<file path="config.mk">
export PLATFORM = sky130hd
export DESIGN_NAME = commit_trace_queue
export DESIGN_NICKNAME = d
export VERILOG_FILES = /design/src/rtl/npc_trace_pkg.sv /design/src/rtl/trace_fifo.sv /design/src/rtl/commit_trace_queue.sv
export SDC_FILE = /design/constraint.sdc
export NUM_CORES = 1
export LEC_CHECK = 0
export ABC_AREA = 1
export BUFFER_PORTS_ARGS = -buffer_cell sky130_fd_sc_hd__buf_2
export CAP_MARGIN = 10
export CORE_ASPECT_RATIO = 0.7
export CORE_MARGIN = 8
export CORE_UTILIZATION = 64
export CTS_BUF_LIST = sky130_fd_sc_hd__clkbuf_4 sky130_fd_sc_hd__clkbuf_8
export CTS_CLUSTER_DIAMETER = 50
export DETAILED_ROUTE_END_ITERATION = 12
export PLACE_DENSITY = 0.95
export SLEW_MARGIN = 20
export SYNTH_ARGS = -nofsm -noshare
export SYNTH_HDL_FRONTEND = slang
export SYNTH_SLANG_ARGS = --single-unit
</file>
<file path="constraint.sdc">
create_clock -name clk -period 14.6 [get_ports clk]
set_input_delay 0.73 -clock clk [delete_from_list [all_inputs] [get_ports clk]]
set_output_delay 0.73 -clock clk [all_outputs]
set_load 0.005 [all_outputs]
</file>
<file path="src/rtl/npc_trace_pkg.sv">
// Shared types for the commit trace path: queue state and the commit record layout.
// Records are packed MSB-first as {pc, inst, is_break, seq}; seq is the LSB field so it can be dropped.
package npc_trace_pkg;

  localparam int PC_W   = 64;
  localparam int INST_W = 32;
  localparam int SEQ_W  = 32;

  typedef enum logic [1:0] {
    RUN    = 2'd0,
    DRAIN  = 2'd1,
    HALTED = 2'd2
  } trc_state_t;

  typedef struct packed {
    logic [PC_W-1:0]   pc;
    logic [INST_W-1:0] inst;
    logic              is_break;
    logic [SEQ_W-1:0]  seq;
  } cmt_rec_t;

endpackage

</file>
<file path="src/rtl/trace_fifo.sv">
// Generic DEPTH x WIDTH register FIFO; head visible 1 cycle after push, zero when empty.
// Backpressure: caller gates push on count < DEPTH; push/pop in the same cycle leave count unchanged.
module trace_fifo #(
  parameter int DEPTH = 4,
  parameter int WIDTH = 8
) (
  input  logic                     clk,
  input  logic                     rst_n,
  input  logic                     push,
  input  logic [WIDTH-1:0]         push_dat,
  input  logic                     pop,
  output logic [WIDTH-1:0]         head_dat,
  output logic [$clog2(DEPTH):0]   count
);

  localparam int AW = $clog2(DEPTH);
  localparam logic [AW:0] DEPTH_C = (AW+1)'(DEPTH);

  logic [WIDTH-1:0] mem [DEPTH];
  logic [AW-1:0]    wr_ptr;
  logic [AW-1:0]    rd_ptr;
  logic             push_ok;
  logic             pop_ok;

  // Power-of-two depth: pointer overflow is the modulo wrap.
  assign push_ok = push && (count < DEPTH_C);
  assign pop_ok  = pop && (count != '0);

  always_ff @(posedge clk or negedge rst_n) begin
    if (!rst_n) begin
      wr_ptr <= '0;
      rd_ptr <= '0;
      count  <= '0;
    end else begin
      if (push_ok) wr_ptr <= wr_ptr + 1'b1;
      if (pop_ok)  rd_ptr <= rd_ptr + 1'b1;
      case ({push_ok, pop_ok})
        2'b10:   count <= count + 1'b1;
        2'b01:   count <= count - 1'b1;
        default: count <= count;
      endcase
    end
  end

  always_ff @(posedge clk) begin
    if (push_ok) mem[wr_ptr] <= push_dat;
  end

  // Stale storage is never exposed: the head reads as zero while empty.
  assign head_dat = (count != '0) ? mem[rd_ptr] : '0;

endmodule

</file>
<file path="src/rtl/commit_trace_queue.sv">
// Commit trace queue: buffers retired instructions for a host sink, 1-cycle push-to-head latency;
// cmt_ready drops when full or after an ebreak is accepted (drain, then halt). TRACE_SEQ_EN adds per-record trc_seq.
module commit_trace_queue import npc_trace_pkg::*; #(
  parameter int DEPTH = 4
) (
  input  logic                       clk,
  input  logic                       rst_n,
  input  logic                       cmt_valid,
  output logic                       cmt_ready,
  input  logic [63:0]                cmt_pc,
  input  logic [31:0]                cmt_inst,
  input  logic                       cmt_is_break,
  output logic                       trc_valid,
  input  logic                       trc_ready,
  output logic [63:0]                trc_pc,
  output logic [31:0]                trc_inst,
  output logic                       trc_is_break,
  output logic [31:0]                trc_seq,
  output logic                       halt,
  output logic [$clog2(DEPTH):0]     count
);

  localparam int CW = $clog2(DEPTH) + 1;
  localparam logic [CW-1:0] DEPTH_C = CW'(DEPTH);
`ifdef TRACE_SEQ_EN
  localparam int REC_W = $bits(cmt_rec_t);
`else
  localparam int REC_W = $bits(cmt_rec_t) - SEQ_W;
`endif

  trc_state_t       state;
  trc_state_t       state_nxt;
  logic             live;
  logic             push;
  logic             pop;
  logic [REC_W-1:0] wr_dat;
  logic [REC_W-1:0] rd_dat;
  cmt_rec_t         rd_rec;

  // live holds cmt_ready low until the first clock edge after reset release.
  always_ff @(posedge clk or negedge rst_n) begin
    if (!rst_n) live <= 1'b0;
    else        live <= 1'b1;
  end

  assign cmt_ready = live && (state == RUN) && (count < DEPTH_C);
  assign push      = cmt_valid && cmt_ready;
  assign trc_valid = (count != '0);
  assign pop       = trc_valid && trc_ready;

`ifdef TRACE_SEQ_EN
  logic [SEQ_W-1:0] seq_cnt;

  always_ff @(posedge clk or negedge rst_n) begin
    if (!rst_n)    seq_cnt <= '0;
    else if (push) seq_cnt <= seq_cnt + 1'b1;
  end

  assign wr_dat = {cmt_pc, cmt_inst, cmt_is_break, seq_cnt};
  assign rd_rec = rd_dat;
`else
  assign wr_dat = {cmt_pc, cmt_inst, cmt_is_break};
  assign rd_rec = {rd_dat, {SEQ_W{1'b0}}};
`endif

  trace_fifo #(
    .DEPTH (DEPTH),
    .WIDTH (REC_W)
  ) u_fifo (
    .clk      (clk),
    .rst_n    (rst_n),
    .push     (push),
    .push_dat (wr_dat),
    .pop      (pop),
    .head_dat (rd_dat),
    .count    (count)
  );

  assign trc_pc       = rd_rec.pc;
  assign trc_inst     = rd_rec.inst;
  assign trc_is_break = rd_rec.is_break;
  assign trc_seq      = rd_rec.seq;

  always_ff @(posedge clk or negedge rst_n) begin
    if (!rst_n) state <= RUN;
    else        state <= state_nxt;
  end

  // Nothing is accepted after the ebreak, so its pop always empties the queue.
  always_comb begin
    state_nxt = state;
    unique case (state)
      RUN:     if (push && cmt_is_break) state_nxt = DRAIN;
      DRAIN:   if (pop && trc_is_break)  state_nxt = HALTED;
      HALTED:  state_nxt = HALTED;
      default: state_nxt = RUN;
    endcase
  end

  assign halt = (state == HALTED);

endmodule
</file>
==> Word level (Yosys, flattened, before mapping) <==
Memories as Yosys holds them, arrays and structs flattened.
Index checks and enable logic that the tools add are counted.
{ "classes": {"bitwise": 0, "magnitude_cmp": 1, "n_eq_ne": 6, "div_mod_pow": 0, "shift": 0, "n_mul": 0, "addsub": 4, "reduce_logical": 12, "muxes": 7} }
{ "ops": {"columns": ["cell", "count"], "rows": [
  ["97-bit 2-to-1 mux", 1],
  ["1-bit logical AND", 8],
  ["2-bit case mux with 3 select lines", 1],
  ["3-bit case mux with 2 select lines", 1],
  ["2-bit by 1-bit adder with 2-bit output, second input constant", 2],
  ["2-bit by 1-bit equality test with 1-bit output, second input constant", 2],
  ["2-bit equality test, second input constant", 2],
  ["2-bit 2-to-1 mux", 2],
  ["3-bit by 1-bit adder with 3-bit output, second input constant", 1],
  ["3-bit < comparator, second input constant", 1],
  ["3-bit nonzero test", 1],
  ["3-bit by 1-bit subtractor with 3-bit output, second input constant", 1],
  ["2-bit zero test", 1],
  ["1-bit 2-to-1 mux", 2],
  ["2-bit by 1-bit != test with 1-bit output, second input constant", 1],
  ["2-bit != test, second input constant", 1],
  ["2-bit AND reduction", 1],
  ["2-bit nonzero test", 1]
]} }
{ "word_totals": {"wordCells": 36, "input_bits": 101, "regBits": 10, "rom_bits": 0, "ram_bits": 388, "latchBits": 0, "memories": 1, "output_inout_bits": 135} }
{ "mem_list": {"columns": ["memory", "words", "word_bits", "rd", "rd_clocked_by_memory_dff", "write_ports", "line_no", "rtl"], "rows": [
  ["u_fifo.mem", 4, 97, 1, 0, 1, "trace_fifo.sv:19", "logic [WIDTH-1:0] mem [DEPTH];"]
]} }

==> Depth between registers and ports, before layout <==
Gate-level depths: netlist of the first run.
{ "logic_depth": {"ltp_word": 7, "mapped_depth": 11, "depth_no_buf": 11} }

==> By module <==
A second synthesis of the first run with hierarchy kept.
{ "unflattened": {"cells_unflattened": 1643, "area_unflattened_um2": 17490.5} }
{ "by_module_without_submodules": {"columns": ["module", "area_per_inst_um2", "cells_per_inst", "seq_area_each_um2", "n_inst"], "rows": [
  ["trace_fifo", 17037.6, 1583, 11826.3, 1],
  ["commit_trace_queue", 452.9, 60, 75.1, 1]
]} }

==> Worst setup path after synthesis of the first run <==
No wires, ideal clock.
{ "synth_timing": {"kind": "register -> register", "startpoint": "register state[0]", "endpoint": "memory u_fifo.mem[0][0] (netlist name) (enable)", "n_path_buf": 0, "slack_ps": 8934, "period_less_slack_ps": 5666, "arrival_ps": 5112, "path_stages_with_launch": 7, "setup_ps": 554, "cell_sequence": "dfrtp_1 -> inv_1 -> ha_1 -> nand2_1 -> nor2_1 -> nand2_1 -> nor2_1"} }
{ "synth_between": {"elab_chain_cells": 7} }
{ "synth_rtl": {"columns": ["element", "line_no", "rtl"], "rows": [
  ["start: declaration", "commit_trace_queue.sv:31", "trc_state_t state;"],
  ["start signal: assignment", "commit_trace_queue.sv:86", "else state <= state_nxt;"],
  ["2-bit zero test", "commit_trace_queue.sv:46", "assign cmt_ready = live && (state == RUN) && (count < DEPTH_C);"],
  ["1-bit logical AND (2 in series)", "commit_trace_queue.sv:46", null],
  ["via cmt_ready", "commit_trace_queue.sv:9", "output logic cmt_ready,"],
  ["1-bit logical AND", "commit_trace_queue.sv:47", "assign push = cmt_valid && cmt_ready;"],
  ["1-bit logical AND", "trace_fifo.sv:26", "assign push_ok = push && (count < DEPTH_C);"],
  ["1-bit 2-to-1 mux", "trace_fifo.sv:46", "if (push_ok) mem[wr_ptr] <= push_dat;"],
  ["1-bit 2-to-1 mux (implied by the code)", "trace_fifo.sv:46", null],
  ["end: declaration", "trace_fifo.sv:19", null]
]} }
The timed path passes the listed nets, and every way through them passes these cells.

==> Worst setup path after layout of the first run <==
{ "layout_timing": {"startpoint": "register u_fifo.rd_ptr[0]", "endpoint": "output trc_pc[33]"} }
{ "layout_between": {"elab_chain_cells": 2} }
{ "layout_rtl": {"columns": ["element", "line_no", "rtl"], "rows": [
  ["start: declaration", "trace_fifo.sv:21", "logic [AW-1:0] rd_ptr;"],
  ["start signal: assignment", "trace_fifo.sv:36", "if (pop_ok) rd_ptr <= rd_ptr + 1'b1;"],
  ["memory 4 x 97 bit", null, null],
  ["97-bit 2-to-1 mux", "trace_fifo.sv:50", "assign head_dat = (count != '0) ? mem[rd_ptr] : '0;"],
  ["end: declaration", "commit_trace_queue.sv:15", "output logic [63:0] trc_pc,"]
]} }
Every way passes these cells.

==> results by group, run 1 <==
Run status
  • Status: finished clean

Layout
  • Area growth syn-to-layout: 13.22%
  • Final net count: 1559
  • Cell Count, Final, Fillers Out: 1817
  • Design area: 17950 sq um
  • Share of layout cells above drive strength 1: 0.2052

Floorplanning
  • Die Wd: 204.1 um
  • Die Height: 147.7 um
  • Die footprint: 30140 sq um
  • IO Count: 236
  • Core Rows: 48
  • Initial core utilization: 0.6469
  • Placeable Area: 24500 sq um

Drt
  • Final ANT Viol Nets: 0
  • DRC: 0
  • Initial DRT Pass Iterations: 5
  • Vias: 10330
  • DRT Wirelength: 35870 um
  • DR iter-0 viols: 1098
  • Post-DR vias/cell: 5.686
  • Avg WL per Cell: 19.74 um

Global routing
  • Initial antenna violation count: 6
  • Pin count of the biggest net entering global routing: 102
  • First-pass GRT wire length: 54760 um
  • Gr usage total: 0.2301
  • GRT Residual Overflow: 0
  • Vias in the first global route: 10300

Worst setup path
  • Crit end category: output pin
  • Critical R2R Launch: state[0]
  • Slowest cell on crit path: dfrtp_4
  • R2r endpoint: u_fifo.mem[1][44]
  • Crit path DAT: 3850 ps
  • Worst-path maximum fanout: 101
  • Setup crit end: trc_pc[33]
  • Worst R2R Setup Slack: 11000 ps
  • WS Path Type: reg -> out
  • Crit path cell chain: inv_4 -> buf_4 -> o21ai_0 -> a21oi_1 -> buf_2
  • Worst EP required: 13870 ps
  • CP startpoint kind: flop
  • R2R depth: 8
  • Slowest stage delay, CP: 830 ps
  • Crit. Startpoint: u_fifo.rd_ptr[0]

CTS
  • H-tree Lvls: 2
  • Number of clock sinks: 398
  • Worst skew pair latency: 590 ps
  • Root Buffer: clkbuf_8
  • Post_cts resized: 0
  • Clock Tree Buf Depth: 3
  • Clk slew on worst S/H paths: 70 ps
  • CTS Buf Count: 55
  • TritonCTS clock tree: built

Timing
  • Max-slew violation count: 0
  • Final Skew: 25.06 ps
  • Ratio of final minimum period to clock period: 0.3136
  • Max_slew headroom: 0.2609
  • TNS Setup: 0 ps
  • PnR worst setup slack: 10020 ps
  • Fin. Hold Viols: 0
  • Max Freq: 218.4 MHz
  • Worst-Margin Slew: 1109 ps
  • Unrepaired setup endpoints after global routing: false
  • Setup violations, final: 0
  • Fin crit period: 4578 ps

Yosys
  • Synth cell count leaders: nor2_1 (393), edfxtp_1 (388), o21ai_0 (179)
  • EDFF count, synth: 388
  • Syn Inst Count: 1248
  • Yosys warning total: 0
  • Yosys reg bits: 398
  • Seq/Total Area, Yosys: 0.7508
  • Post-synth cell types: 23
  • Post-synth top flop: edfxtp_1
  • Synth top area cells: edfxtp_1 (74%), nor2_1 (9.3%), o21ai_0 (5.7%)
  • Mean Syn Cell Area: 12.70 sq um
  • Most common cell in the synthesized netlist: nor2_1
  • Top cell type's share of synthesized area: 0.7350
  • Leading area contributor after synthesis: edfxtp_1
  • Mapped cell area: 15850 sq um
  • Synth async-reset ratio: 0.02513

Min path
  • Hold Crit Class: in -> reg

Flow run
  • Max Cap Violations: 0

Placed design
  • Post-place instance area: 16880 sq um
  • HPWL Detailed: 20870 um
  • Placed instance count: 1715
  • I/O Buffers: 203
  • Pre-CTS setup slack: 10640 ps
  • Placer Congestion: 0.7684

Pwr
  • Design Power: 3.362 mW
  • Cell Pwr Density: 187.3 nW/um^2
  • Worst ir drop on vdd: 0.1413 mV
  • Pleak: 6.464 nW
-- flip-flops by register name (all words and copies together) (netlist names) --
signal         cells
live               1
state              2
u_fifo.count       3
u_fifo.mem       388
u_fifo.rd_ptr      2
u_fifo.wr_ptr      2
-- how the worst min path moves through the flow --
stage | startpoint | end | slack (ps) | depth (start not counted)
final | cmt_inst[17] | u_fifo.mem[2][18] | 350 | 1
after global routing | cmt_inst[13] | u_fifo.mem[2][14] | 320 | 1
after detailed placement | state[1] | state[1] | 520 | 2
after floorplan | rst_n | live | 430 | 0
after CTS | cmt_inst[17] | u_fifo.mem[2][18] | 310 | 1
after global placement | state[0] | state[0] | 490 | 2
-- repair_timing --
item,in CTS,in global routing
buffers inserted,0,0
hold buffers,1,0
hold endpoints to repair,10,0
-- placed cells by master, fill, tap and decap left out --
cell             n
o21ai_0        179
bufinv_16        2
clkinvlp_4       1
dlygate4sd3_1    1
edfxtp_1       388
dfrtp_4          2
nor2_4           4
clkinv_2         9
nor2_1         389
o21ai_1         15
inv_4            1
inv_2            1
inv_1           16
xnor2_1          2
buf_4           14
clkbuf_4        11
dfrtp_1          8
xor2_1           2
ha_1             9
fa_1             1
a21oi_1         99
nand2_1         16
nor3_4           1
clkinv_1        21
conb_1          33
buf_2          203
nand3_1          6
clkbuf_8        57
diode_2          1
-- power by group --
part / internal [mW] / switching, mW / leakage (nW)
registers: 1.32 / 0.0931 / 3.61
clock network: 0.425 / 0.393 / 0.553
logic: 0.415 / 0.714 / 2.30
-- stage by stage --
step / hold WS, ps / util
2_1_floorplan: 434.4 / -
4_1_cts: 314.3 / 0.7323
3_5_place_dp: 523.7 / 0.6889
3_3_place_gp: 490.8 / 0.6889
6_report: 352.6 / 0.7324
5_1_grt: 320.7 / 0.7324
-- worst max-delay path, delay by kind of cell, from the launching register on --
kind / cells / cell delay [ps]
buf+inv: 3 / 1750
compound gates: 2 / 530
flops: 1 / 830
-- logic make-up after synthesis --
| family | count (synthesis) | share of synthesized area |
|---|---|---|
| compound gates | 293 | 0.09251 |
| xor+xnor | 4 | 0.002211 |
| fa+ha+maj | 10 | 0.008367 |
| buf+inv | 125 | 0.04586 |
| flops | 398 | 0.7508 |
| other cells | 2 | 0.0004738 |
| simple gates | 416 | 0.09977 |
-- per-layer routing --
layer / GRT usage / routed length [um]
met5: 0 / 58
met1: 0.2947 / 13640
met4: 0.07217 / 688
met3: 0.06167 / 3896
met2: 0.3817 / 17580
-- final cells by class --
| class | instances | area, sq um |
|---|---|---|
| timing repair buffer | 218 | 1131 |
| multi-input combinational | 756 | 3369 |
| inverter | 19 | 75.07 |
| fill | 1540 | 6556 |
| clock inverter | 32 | 186.4 |
| antenna | 1 | 2.502 |
| tap | 325 | 406.6 |
| clock buffer | 68 | 867.1 |
| sequential | 398 | 11910 |
(Power assumes the default switching activity.)
==> run 2, diff against run 1 <==
--- a/config.mk
+++ b/config.mk
@@ -10,11 +10,11 @@
 export CAP_MARGIN = 10
 export CORE_ASPECT_RATIO = 0.7
 export CORE_MARGIN = 8
-export CORE_UTILIZATION = 64
+export CORE_UTILIZATION = 59
 export CTS_BUF_LIST = sky130_fd_sc_hd__clkbuf_4 sky130_fd_sc_hd__clkbuf_8
 export CTS_CLUSTER_DIAMETER = 50
 export DETAILED_ROUTE_END_ITERATION = 12
-export PLACE_DENSITY = 0.95
+export PLACE_DENSITY = 0.91
 export SLEW_MARGIN = 20
 export SYNTH_ARGS = -nofsm -noshare
 export SYNTH_HDL_FRONTEND = slang
==> constraint.sdc (replaced) <==
create_clock -name clk -period 4.53 [get_ports clk]
set_input_delay 0.2265 -clock clk [delete_from_list [all_inputs] [get_ports clk]]
set_output_delay 0.2265 -clock clk [all_outputs]
set_load 0.005 [all_outputs]
==> run 2 against run 1 <==
Routed wire length up 12%. Power increased to 3.4 times the previous value. Non-clock buffer count up 104. Setup slack worse by 8800 ps. Sequential share of layout area decreased by 4.2 points. First-iteration DRC count increased by 8.7%. Final cell count increased by 8.0%. Clock skew shrank 3.2 ps. Die area is 7.7% higher.
==> results by group, run 2 (synthesis gave the netlist of run 1 again) <==
Layout
  • Most flops, register: u_fifo.mem
  • Cell Count, Final, Fillers Out: 1963
  • Max reg flops: 388
  • Layout Utilization: 0.7202
  • Filler Cells Inserted: 1610
  • Share of layout cells above drive strength 1: 0.2028
  • Most frequent cells in the layout: nor2_1 (389), edfxtp_1 (388), buf_2 (203)
  • Final net count: 1665
  • Biggest regs: u_fifo.mem (388), u_fifo.count (3)
  • Area growth syn-to-layout: 20.81%
  • Commonest non-fill, non-tap cell in the layout: nor2_1

Min path
  • Hold Crit Class: in -> reg
  • Min-Delay Startpoint: cmt_valid

Drt
  • DRT Wirelength: 40110 um
  • Final ANT Viol Nets: 0
  • Initial DRT Pass Iterations: 5
  • Vias: 11040
  • Avg WL per Cell: 20.43 um
  • Post-DR vias/cell: 5.621
  • DR iter-0 viols: 1193
  • DRC: 0

Pwr
  • Cell Pwr Density: 592.3 nW/um^2
  • Flop pwr share: 0.386
  • Net Sw Power: 4.102 mW
  • Pint: 7.239 mW
  • Pleak: 6.958 nW
  • Sw frac: 0.3617
  • Worst ir drop on vdd: 0.4703 mV
  • Comb power frac: 0.359
  • Clock power frac: 0.255

Global routing
  • Vias in the first global route: 11390
  • Gr usage total: 0.2431
  • Pin count of the biggest net entering global routing: 98
  • Initial antenna violation count: 1
  • GRT Residual Overflow: 0
  • First-pass GRT wire length: 62190 um

Worst setup path
  • Crit. Startpoint: u_fifo.rd_ptr[0]
  • CP startpoint kind: flop
  • Crit path DAT: 3120 ps
  • WS Path Type: reg -> out
  • Worst EP required: 4300 ps
  • Critical R2R Launch: u_fifo.rd_ptr[0]
  • Worst-path maximum fanout: 93
  • Crit end category: output pin

Run status
  • Status: finished clean

Timing
  • Fin. Hold Viols: 0
  • PnR worst setup slack: 1185 ps
  • Max_slew headroom: 0.3010
  • Fin crit period: 3345 ps
  • Unrepaired setup endpoints after global routing: false
  • Worst-Margin Slew: 1048 ps
  • Ratio of final minimum period to clock period: 0.7384
  • Max-slew violation count: 0
  • Final Skew: 21.89 ps
  • Setup violations, final: 0
  • Hold slack: 62.19 ps
  • TNS Setup: 0 ps
  • Max Freq: 298.9 MHz

CTS
  • Root Buffer: clkbuf_8
  • Worst skew pair latency: 610 ps
  • H-tree Lvls: 2
  • Post-CTS Setup Bufs: 0
  • Clk slew on worst S/H paths: 60 ps
  • Post_cts resized: 0
  • CTS hold repair buffers: 100
  • Number of clock sinks: 398
  • TritonCTS clock tree: built
  • CTS Buf Count: 57
  • Clock Tree Buf Depth: 3

Floorplanning
  • Placeable Area: 26590 sq um
  • Die Wd: 211.9 um
  • Initial core utilization: 0.5962
  • IO Count: 236
  • Core Rows: 50
  • Die footprint: 32450 sq um
  • Die Height: 153.1 um

Placed design
  • HPWL Detailed: 20560 um
  • Pre-CTS setup slack: 1876 ps
  • I/O Buffers: 203
  • Placer Congestion: 0.7654
  • Placed instance count: 1759

Flow run
  • Max Cap Violations: 0
run 2: cell types whose count changed in the layout (fill, tap and decap cells not counted), sizes merged:
| cell | before | now |
|---|---|---|
| clkinvlp | 1 | 3 |
| buf | 217 | 222 |
| clkbuf | 68 | 80 |
| clkinv | 30 | 18 |
| bufinv | 2 | 3 |
| dlygate4sd3 | 1 | 100 |
run 2: through the flow:
stage / area, sq um / total power, mW
final: 19150 / 11.34
after global routing: 19150 / 11.98
after CTS: 19150 / 11.28
after detailed placement: 16990 / 8.315
after global placement: 16990 / 8.183
after floorplan: 15970 / 6.895
run 2: worst max-delay path, cell delays in order (launching register included):
cell	delay, ps
dfrtp_4	620
buf_4	800
nor2_1	210
nor2_1	200
o21ai_0	170
a21oi_1	260
buf_2	160
run 2: power groups by stage:
stage               Combinational (mW)  Clock, mW  Sequential (mW)
floorplan                         2.48          0             4.41
global placement                  3.75          0             4.44
global route                      4.50       3.09             4.39
finish                            4.07       2.89             4.38
detailed placement                3.87          0             4.45
CTS                               3.99       2.92             4.37
run 2: routing by layer:
metal  GRT usage  up-vias  share of wire
li1            -     4949              -
met1      0.3132     5282           0.37
met2      0.4053      735           0.50
met3     0.05393       69           0.11
met4     0.08155        0          0.019
met5           0        -              0
run 2: worst paths after layout:
path                            cells past startpoint  slack (ps)               end
min in group asynchronous                           3         670          state[0]
worst max register to register                     10        1940          state[1]
max in group asynchronous                           3        3460  u_fifo.rd_ptr[0]
worst min register to register                      2         520          state[0]
worst max-delay path                                6        1180        trc_pc[18]
worst min-delay path                                5          60          state[0]
run 2: cell type report:
cell class	count	area [sq um]	share of cell area
Antenna cell	1	2.502	0.0001307
Clock buffer	80	969.7	0.05064
Clock inverter	23	183.9	0.009605
Inverter	19	75.07	0.003920
Multi-Input combinational cell	756	3369	0.1760
Sequential cell	398	11910	0.6219
Tap cell	364	455.4	0.02378
Timing Repair Buffer	322	2185	0.1141
